### config.mk
export PLATFORM = sky130hd
export DESIGN_NAME = iter_shifter_flat
export DESIGN_NICKNAME = d
export VERILOG_FILES = /design/src/rtl/iter_shifter_pkg.sv /design/src/rtl/iter_shifter_if.sv /design/src/rtl/iter_shifter_shift_step.sv /design/src/rtl/iter_shifter.sv /design/src/flat_wrapper.sv
export SDC_FILE = /design/constraint.sdc
export NUM_CORES = 1
export LEC_CHECK = 0
export ABC_CLOCK_PERIOD_IN_PS = 2300
export BUFFER_PORTS_ARGS = -buffer_cell sky130_fd_sc_hd__buf_2
export CAP_MARGIN = 0
export CORE_UTILIZATION = 40
export CTS_CLUSTER_DIAMETER = 50
export DETAILED_ROUTE_END_ITERATION = 12
export MAX_ROUTING_LAYER = met4
export PLACE_DENSITY = 0.66
export SYNTH_ARGS = -nofsm -noshare
export SYNTH_HDL_FRONTEND = slang
export SYNTH_SLANG_ARGS = --single-unit
### constraint.sdc
create_clock -name clock -period 2.3 [get_ports clock]
set_input_delay 0.345 -clock clock [delete_from_list [all_inputs] [get_ports clock]]
set_output_delay 0.345 -clock clock [all_outputs]
set_load 0.05 [all_outputs]
### src/rtl/iter_shifter_pkg.sv
// Shared constants for the iterative shifter: shift mode codes and FSM state encoding.
package shifter_pkg;

  localparam logic [1:0] MODE_SLL = 2'b00;
  localparam logic [1:0] MODE_SRL = 2'b01;
  localparam logic [1:0] MODE_SRA = 2'b10;
  localparam logic [1:0] MODE_ROR = 2'b11;

  typedef enum logic [1:0] {
    ST_IDLE  = 2'd0,
    ST_SHIFT = 2'd1,
    ST_DONE  = 2'd2
  } state_t;

endpackage

### src/rtl/iter_shifter_if.sv
// Request/response bundle for the iterative shifter; the execute stage is the master.
interface iter_shifter_if #(
  parameter int WIDTH   = 32,
  parameter int SHAMT_W = $clog2(WIDTH)
);
  logic               in_valid;
  logic               in_ready;
  logic [WIDTH-1:0]   data_in;
  logic [SHAMT_W-1:0] shamt;
  logic [1:0]         mode;
  logic               out_valid;
  logic               out_ready;
  logic [WIDTH-1:0]   data_out;
  logic               busy;

  modport master (
    output in_valid, data_in, shamt, mode, out_ready,
    input  in_ready, out_valid, data_out, busy
  );

  modport slave (
    input  in_valid, data_in, shamt, mode, out_ready,
    output in_ready, out_valid, data_out, busy
  );
endinterface

### src/rtl/iter_shifter_shift_step.sv
// One combinational sub-step: shifts data by k (0..STEP) bits in the selected mode.
module shift_step
  import shifter_pkg::*;
#(
  parameter int WIDTH = 32,
  parameter int STEP  = 1,
  parameter int KW    = $clog2(STEP + 1)
) (
  input  logic [WIDTH-1:0] data,
  input  logic [KW-1:0]    k,
  input  logic [1:0]       mode,
  output logic [WIDTH-1:0] result
);
  // Wide enough to hold WIDTH itself, so the rotate's left shift by WIDTH-0 yields zero.
  localparam int SW = $clog2(WIDTH) + 1;

  logic [SW-1:0] k_w;
  logic [SW-1:0] lsh;

  // Select the shifted operand for the current mode.
  always_comb begin
    k_w    = SW'(k);
    lsh    = SW'(WIDTH) - k_w;
    result = data;
    case (mode)
      MODE_SLL: result = data << k_w;
      MODE_SRL: result = data >> k_w;
      MODE_SRA: result = $unsigned($signed(data) >>> k_w);
      MODE_ROR: result = (data >> k_w) | (data << lsh);
      default:  result = data;
    endcase
  end
endmodule

### src/rtl/iter_shifter.sv
// Multi-cycle shifter: consumes up to STEP bits of shift amount per clock.
//
//   state    | meaning
//   ST_IDLE  | ready for a request, operand latched on in_valid
//   ST_SHIFT | shifting acc by min(STEP, rem) each edge
//   ST_DONE  | result presented, waiting for out_ready
module iter_shifter
  import shifter_pkg::*;
#(
  parameter int WIDTH   = 32,
  parameter int STEP    = 1,
  parameter int SHAMT_W = $clog2(WIDTH)
) (
  input  logic    clock,
  input  logic    reset_n,
  iter_shifter_if.slave bus
);
  localparam int KW = $clog2(STEP + 1);
  localparam int RW = SHAMT_W + 1;
  localparam logic [RW-1:0] STEP_R = RW'(STEP);

  state_t             state, state_nxt;
  logic [WIDTH-1:0]   acc, acc_step;
  logic [SHAMT_W-1:0] rem, rem_nxt;
  logic [1:0]         mode_q;
  logic [KW-1:0]      k;
  logic [RW-1:0]      rem_w;

  // Sub-step size: the final step shrinks to whatever amount remains.
  always_comb begin
    rem_w   = {1'b0, rem};
    k       = (rem_w < STEP_R) ? KW'(rem) : KW'(STEP);
    rem_nxt = rem - SHAMT_W'(k);
  end

  shift_step #(
    .WIDTH (WIDTH),
    .STEP  (STEP)
  ) u_step (
    .data   (acc),
    .k      (k),
    .mode   (mode_q),
    .result (acc_step)
  );

  // Next-state decode and handshake outputs.
  always_comb begin
    state_nxt    = state;
    bus.in_ready  = 1'b0;
    bus.out_valid = 1'b0;
    bus.busy      = 1'b1;
    case (state)
      ST_IDLE: begin
        bus.in_ready = 1'b1;
        bus.busy     = 1'b0;
        if (bus.in_valid) state_nxt = (bus.shamt != '0) ? ST_SHIFT : ST_DONE;
      end
      ST_SHIFT: begin
        if (rem_w <= STEP_R) state_nxt = ST_DONE;
      end
      ST_DONE: begin
        bus.out_valid = 1'b1;
        if (bus.out_ready) state_nxt = ST_IDLE;
      end
      default: begin
        state_nxt = ST_IDLE;
        bus.busy  = 1'b0;
      end
    endcase
  end

  assign bus.data_out = acc;

  // State register.
  always_ff @(posedge clock) begin
    if (!reset_n) state <= ST_IDLE;
    else          state <= state_nxt;
  end

  // Operand capture on accept, then one sub-step per SHIFT cycle.
  always_ff @(posedge clock) begin
    if (!reset_n) begin
      acc    <= '0;
      rem    <= '0;
      mode_q <= MODE_SLL;
    end else begin
      case (state)
        ST_IDLE: begin
          if (bus.in_valid) begin
            acc    <= bus.data_in;
            rem    <= bus.shamt;
            mode_q <= bus.mode;
          end
        end
        ST_SHIFT: begin
          acc <= acc_step;
          rem <= rem_nxt;
        end
        default: ;
      endcase
    end
  end
endmodule

### src/flat_wrapper.sv
// flat-port wrapper written by rule: the top's interface ports become plain ports
module iter_shifter_flat import shifter_pkg::*;
#(
  parameter int WIDTH   = 32,
  parameter int STEP    = 1,
  parameter int SHAMT_W = $clog2(WIDTH)
)
  (clock, reset_n, bus_in_valid, bus_data_in, bus_shamt, bus_mode, bus_out_ready, bus_in_ready, bus_out_valid, bus_data_out, bus_busy);
  iter_shifter_if #(.WIDTH(WIDTH), .SHAMT_W(SHAMT_W)) bus_i ();
  input  logic clock;
  input  logic reset_n;
  input wire logic [$bits(bus_i.in_valid)-1:0] bus_in_valid;
  input wire logic [$bits(bus_i.data_in)-1:0] bus_data_in;
  input wire logic [$bits(bus_i.shamt)-1:0] bus_shamt;
  input wire logic [$bits(bus_i.mode)-1:0] bus_mode;
  input wire logic [$bits(bus_i.out_ready)-1:0] bus_out_ready;
  output wire logic [$bits(bus_i.in_ready)-1:0] bus_in_ready;
  output wire logic [$bits(bus_i.out_valid)-1:0] bus_out_valid;
  output wire logic [$bits(bus_i.data_out)-1:0] bus_data_out;
  output wire logic [$bits(bus_i.busy)-1:0] bus_busy;
  assign bus_i.in_valid = bus_in_valid;
  assign bus_i.data_in = bus_data_in;
  assign bus_i.shamt = bus_shamt;
  assign bus_i.mode = bus_mode;
  assign bus_i.out_ready = bus_out_ready;
  assign bus_in_ready = bus_i.in_ready;
  assign bus_out_valid = bus_i.out_valid;
  assign bus_data_out = bus_i.data_out;
  assign bus_busy = bus_i.busy;
  iter_shifter #(.WIDTH(WIDTH), .STEP(STEP), .SHAMT_W(SHAMT_W)) u_core (.clock(clock), .reset_n(reset_n), .bus(bus_i));
endmodule
==> results of run 1 <==
-- per-stage QoR --
| step | worst slack, ns | cell area, µm² |
|---|---|---|
| after floorplan | 0.179 | 2290 |
| after global placement | 0.244 | 2730 |
| after detailed placement | 0.197 | 2730 |
| after CTS | 0.171 | 2850 |
| after global routing | 0.0225 | 2850 |
| final | 0.169 | 2850 |
-- power groups by stage --
stage	clock (mW)	combinational, mW	sequential [mW]
floorplan	0	1.46	1.72
global placement	0	2.49	1.19
detailed placement	0	2.52	1.19
CTS	0.629	2.53	1.18
global route	0.664	2.74	1.21
finish	0.615	2.55	1.18
-- sequential cells by signal, indices dropped and copies added (netlist names) --
register and cells:
u_core.state 2, u_core.bus.data_out 32, u_core.rem 5, u_core.mode_q 2
-- worst paths after layout --
check | start | depth (start not counted) | end
max | u_core.state[0]$_SDFFE_PN0P_ | 6 | u_core.bus.data_out[18]$_SDFFE_PN0P_
min | bus_mode[1] | 3 | u_core.mode_q[1]$_SDFFE_PN0P_
max reg2reg | u_core.state[0]$_SDFFE_PN0P_ | 6 | u_core.bus.data_out[18]$_SDFFE_PN0P_
min reg2reg | u_core.state[0]$_SDFFE_PN0P_ | 2 | u_core.state[0]$_SDFFE_PN0P_
-- critical path: stages, from the launching register on --
cell and delay [ns]:
dfxtp_1 0.34, inv_1 0.09, ha_1 0.39, mux2i_1 0.79, a31oi_4 0.17, nor2_1 0.15
a311oi_1 0.06
-- logic make-up (layout without fill, tap and decap cells) --
kind of cell,count (synthesis),after routing
AND/OR/NAND/NOR,104,104
multiplexers,3,3
adder cells (fa/ha/maj),4,4
buffers and inverters,29,100
AO/OA/AOI/OAI,112,112
flip-flops,41,41
-- cell usage after synthesis (all sizes together) (2+ instances only) --
library cell	n	area share, %
mux2i	2	0.87
o22ai	2	0.55
a21boi	3	0.98
a21oi	24	5.2
buf	8	2.2
nor2	17	2.8
dfxtp	41	36
a41oi	2	0.77
o21a	23	7.5
nand2	70	11
or2	2	0.55
ha	4	2.2
o211ai	4	1.5
o2bb2ai	2	0.77
o21ai	12	2.6
a22oi	2	0.66
o31ai	3	1.6
clkbuf	14	2.3
and3	2	0.55
a22o	21	8.0
a311oi	9	3.4
inv	7	1.1
nand3	5	1.1
nor3	4	0.87
-- per-layer routing --
| layer | up-vias | part of all wire (%) | global-route usage [%] |
|---|---|---|---|
| met4 | 0 | 0.99 | 6.60 |
| met3 | 7 | 5.3 | 3.53 |
| li1 | 1190 | - | - |
| met5 | - | 0 | - |
| met2 | 78 | 46 | 33.9 |
| met1 | 1115 | 47 | 27.8 |
-- repair_timing --
item | in CTS | in global routing
setup buffers | 0 | 0
hold buffers | 0 | 0
gates resized for setup | 0 | 1
endpoints found under the setup margin | 0 | 5
-- area by class of cell --
class                           instances  area share (%)
Tap cell                               72            3.16
Clock buffer                            6            2.89
Multi-Input combinational cell        223            47.3
Sequential cell                        41            28.8
Clock inverter                          2            1.32
Timing Repair Buffer                   85            15.6
Inverter                                7           0.921
==> impl_metrics.py, run 1 <==
metrics = {
    "drt": {
        "first_pass_iters": 4,
        "routed_via_density": 5.48,
        "post_drt_wl_per_cell_um": 14.4,
        "detail-route-antenna-nets": 0,
        "drtIter0Drc": 218,
        "via_count": 2390,
        "wirelength_um": 6280,
        "drc": 0,
    },
    "placed_design": {
        "dp_cells": 428,
        "io_buffers": 77,
        "hpwl_um": 4330,
        "gp_congestion": 0.801,
    },
    "synth": {
        "synthSimpleGateAreaFrac_pct": 18.8,
        "synthArstFlopShare_pct": 0,
        "synth_ff_type": "dfxtp_1",
        "synthDistinctLibCells": 40,
        "synth_xor_area_share_pct": 0,
        "syn_area_per_cell_um2": 7.81,
        "syn_nets": 340,
        "synth_top_family_by_area": "compound AO/OA/AOI/OAI gates",
        "synth-edff-count": 0,
        "ys_seq_area_share_pct": 35.8,
        "muxShareOfSynthArea_pct": 1.53,
        "synth_cells": 293,
        "ys_warn_count": 0,
        "synth_compound_area_share_pct": 36.0,
        "synthAdderAreaFrac_pct": 2.19,
        "synth_seq_cells": 41,
        "netlist_area_um2": 2290,
    },
    "power_and_ir_drop": {
        "intPower_mw": 2.09,
        "power.switching_mw": 2.25,
        "leakage_nw": 1.20,
        "p_comb_share_pct": 58.7,
        "seq_power_share_pct": 27.1,
        "pwr_density_cell_nw_per_um2": 1520,
        "p_clk_share_pct": 14.2,
        "vdd_drop_max_mv": 1.45,
        "swShare_pct": 51.9,
        "total_power_mw": 4.34,
    },
    "sta": {
        "report.final.slew_viol_count": 0,
        "rsz0062_at_grt": "false",
        "fin_crit_sh_pct": 92.6,
        "finalHoldViolCount": 0,
        "max_clock_freq_mhz": 469,
        "period_minus_slack_ns": 2.13,
        "slew_headroom_pct": 36.1,
        "worst_pin_slew_ns": 0.956,
        "tns_ns": 0,
        "hold_ws_ns": 0.320,
        "setup_viol": 0,
        "fin_worst_skew_ns": 0.00758,
    },
    "finish": {
        "final_common_cell": "buf_2",
        "n_fill_cell": 536,
        "post-route-util_pct": 51.8,
        "diodes": 0,
        "register_area_um2": 821,
        "area_growth_pct": 24.6,
        "multi_input_area_um2": 1350,
        "stdcell_count": 436,
        "final_cell_mix": "buf_2, nand2_1, dfxtp_1",
        "nets": 410,
        "drive_gt1_share_pct": 27.7,
    },
    "min_path": {
        "min_path_type": "primary input to register",
    },
    "global_routing": {
        "grt_pass1_vias": 2119,
        "grt_max_degree": 37,
        "antenna_found_initial": 0,
        "overflow": 0,
        "grt_pass1_wl_um": 9990,
        "grt_use_total_pct": 21.4,
    },
    "cts": {
        "cts_tree": "done",
        "clk_pin_slew_worst_paths_ns": 0.08,
        "clock_latency_ns": 0.30,
        "clock_path_buffers": 2,
        "numCtsBuffers": 5,
        "clock-sinks": 41,
        "ctsHtreeMaxLevel": 2,
        "clockRootBuffer": "clkbuf_8",
    },
    "outcome": {
        "status": "complete, no violations",
    },
    "flow_run": {
        "cap_violations": 0,
    },
    "floorplan": {
        "dieArea_um2": 6030,
        "start_util_pct": 41.6,
        "die_w_um": 77.7,
        "io_pins": 78,
        "rows": 27,
        "die-height_um": 77.7,
        "core-area_um2": 5510,
    },
    "worst_setup_path": {
        "arrival_ns": 2.29,
        "cp.required_ns": 2.46,
        "r2r_slack_ns": 0.17,
        "cp_max_fo": 10,
        "worstSetupEndpointType": "register",
        "worstSetupStartpointType": "register",
        "worst-setup-path-type": "register to register",
    },
}
Power figures use the tool's default switching activity.
==> run 2: changes to the inputs <==
--- a/config.mk
+++ b/config.mk
@@ -5,7 +5,6 @@
 export SDC_FILE = /design/constraint.sdc
 export NUM_CORES = 1
 export LEC_CHECK = 0
-export ABC_CLOCK_PERIOD_IN_PS = 2300
 export BUFFER_PORTS_ARGS = -buffer_cell sky130_fd_sc_hd__buf_2
 export CAP_MARGIN = 0
 export CORE_UTILIZATION = 40
@@ -13,6 +12,7 @@
 export DETAILED_ROUTE_END_ITERATION = 12
 export MAX_ROUTING_LAYER = met4
 export PLACE_DENSITY = 0.66
+export SETUP_SLACK_MARGIN = 0.3
 export SYNTH_ARGS = -nofsm -noshare
 export SYNTH_HDL_FRONTEND = slang
 export SYNTH_SLANG_ARGS = --single-unit
==> run 2 against run 1 <==
Sequential share of layout area down 0.68 points. Register-to-register slack better by 0.24 ns. Combinational power up 7%. Worst hold slack worse by 0.018 ns. Non-clock buffer count up 1. Power up 4.8%. Fmax up 13%. Largest cell class unchanged.
==> impl_metrics.py, run 2 (synthesized netlist as in run 1, its figures left out) <==
metrics = {
    "outcome": {
        "status": "complete, no violations",
    },
    "global_routing": {
        "antenna_found_initial": 0,
        "grt_use_total_pct": 23.8,
        "grt_pass1_vias": 2227,
        "overflow": 0,
        "grt_max_degree": 37,
        "grt_pass1_wl_um": 11100,
    },
    "worst_setup_path": {
        "cp.required_ns": 2.50,
        "worstSetupEndpointType": "register",
        "worstSetupStartpointType": "register",
        "arrival_ns": 2.09,
        "cp_max_fo": 17,
        "worst-setup-path-type": "register to register",
        "r2r_slack_ns": 0.41,
    },
    "floorplan": {
        "core-area_um2": 5510,
        "dieArea_um2": 6030,
        "io_pins": 78,
        "die-height_um": 77.7,
        "rows": 27,
        "start_util_pct": 41.6,
        "die_w_um": 77.7,
    },
    "drt": {
        "post_drt_wl_per_cell_um": 15.5,
        "first_pass_iters": 6,
        "detail-route-antenna-nets": 0,
        "via_count": 2465,
        "drtIter0Drc": 235,
        "wirelength_um": 6810,
        "drc": 0,
        "routed_via_density": 5.62,
    },
    "power_and_ir_drop": {
        "pwr_density_cell_nw_per_um2": 1560,
        "vdd_drop_max_mv": 1.16,
        "leakage_nw": 1.21,
    },
    "placed_design": {
        "hpwl_um": 4400,
        "gp_congestion": 0.759,
        "io_buffers": 77,
        "post-place-ws_ns": 0.260,
    },
    "cts": {
        "clockRootBuffer": "clkbuf_8",
        "clock-sinks": 41,
        "numCtsBuffers": 5,
        "ctsHtreeMaxLevel": 2,
        "clock_path_buffers": 2,
        "clock_latency_ns": 0.30,
        "cts_tree": "done",
        "clk_pin_slew_worst_paths_ns": 0.08,
    },
    "sta": {
        "period_minus_slack_ns": 1.89,
        "slew_headroom_pct": 58.3,
        "fin_worst_skew_ns": 0.00610,
        "max_clock_freq_mhz": 529,
        "setup_viol": 0,
        "worst_pin_slew_ns": 0.625,
        "rsz0062_at_grt": "true",
        "finalHoldViolCount": 0,
        "tns_ns": 0,
        "fin_crit_sh_pct": 82.2,
        "setup_slack_ns": 0.409,
        "report.final.slew_viol_count": 0,
    },
    "min_path": {
        "min_path_type": "primary input to register",
    },
    "finish": {
        "nets": 413,
        "diodes": 0,
        "n_fill_cell": 525,
        "final_cell_mix": "buf_2, nand2_1, dfxtp_1",
        "largest_reg_flops": 32,
        "drive_gt1_share_pct": 28.9,
        "area_growth_pct": 27.7,
        "final_common_cell": "buf_2",
    },
    "flow_run": {
        "cap_violations": 0,
    },
}
## run 2: cell count changes in the layout (fill, tap and decap cells not counted)
cell | previous run | this run
o31ai_4 | 1 | 2
clkbuf_1 | 0 | 1
and3_4 | 0 | 1
and3_1 | 2 | 1
ha_2 | 0 | 1
o211ai_4 | 0 | 1
buf_12 | 0 | 1
clkinvlp_4 | 1 | 0
nor2_1 | 16 | 15
ha_1 | 4 | 3
nor2_2 | 1 | 2
## run 2: final timing paths
path,from,to,depth (start not counted)
worst min-delay path,bus_data_in[31],u_core.bus.data_out[31]$_SDFFE_PN0P_,3
worst max register to register,u_core.state[1]$_SDFFE_PN0P_,u_core.bus.data_out[11]$_SDFFE_PN0P_,7
worst min register to register,u_core.state[0]$_SDFFE_PN0P_,u_core.state[0]$_SDFFE_PN0P_,2
worst max-delay path,u_core.state[1]$_SDFFE_PN0P_,u_core.bus.data_out[11]$_SDFFE_PN0P_,7
## run 2: report_power, final
group / internal, mW / leakage (nW) / total [mW] / switching (mW)
Combinational: 0.859 / 0.816 / 2.74 / 1.88
Clock: 0.354 / 0.0585 / 0.622 / 0.268
Sequential: 0.939 / 0.337 / 1.19 / 0.246
## run 2: routing by layer
metal / vias up / share of wire (%) / global-route usage (%)
met5: - / 0 / -
met4: 0 / 1.1 / 6.79
met3: 9 / 7.0 / 4.24
met2: 99 / 46 / 38.0
met1: 1151 / 46 / 30.8
li1: 1206 / - / -
## run 2: area by class of cell
type                            instances  area (µm²)  area share, %
Clock buffer                            7        86.3           2.95
Clock inverter                          1        30.0           1.03
Inverter                                7        26.3          0.899
Multi-Input combinational cell        225        1400           48.0
Sequential cell                        41         821           28.1
Tap cell                               72        90.1           3.08
Timing Repair Buffer                   86         465           15.9
## run 2: what timing repair did
item / in CTS / in global routing
pin swaps: 0 / 1
endpoints found under the setup margin: 22 / 31
hold buffers: 0 / 0
buffers inserted: 0 / 1
gates cloned: 1 / 1
resized for setup: 2 / 4
endpoints found under the hold margin: 0 / 0
## run 2: worst max-delay path: stages, from the launching register on
cell	delay [ns]
dfxtp_1	0.37
inv_1	0.08
ha_1	0.21
buf_4	0.22
mux2_4	0.39
o211ai_2	0.26
a21oi_1	0.09
o21a_1	0.19
## run 2: metrics by stage
stage / utilization (%) / instance area [µm²] / hold WS (ns) / power [mW] / instances
detailed placement: 49.8 / 2740 / 0.480 / 3.74 / 428
finish: 53.1 / 2920 / 0.301 / 4.55 / 439
global route: 53.1 / 2920 / 0.312 / 4.82 / 439
floorplan: - / 2290 / 0.452 / 3.19 / 293
CTS: 52.4 / 2890 / 0.296 / 4.46 / 437
global placement: 49.8 / 2740 / 0.478 / 3.71 / 428
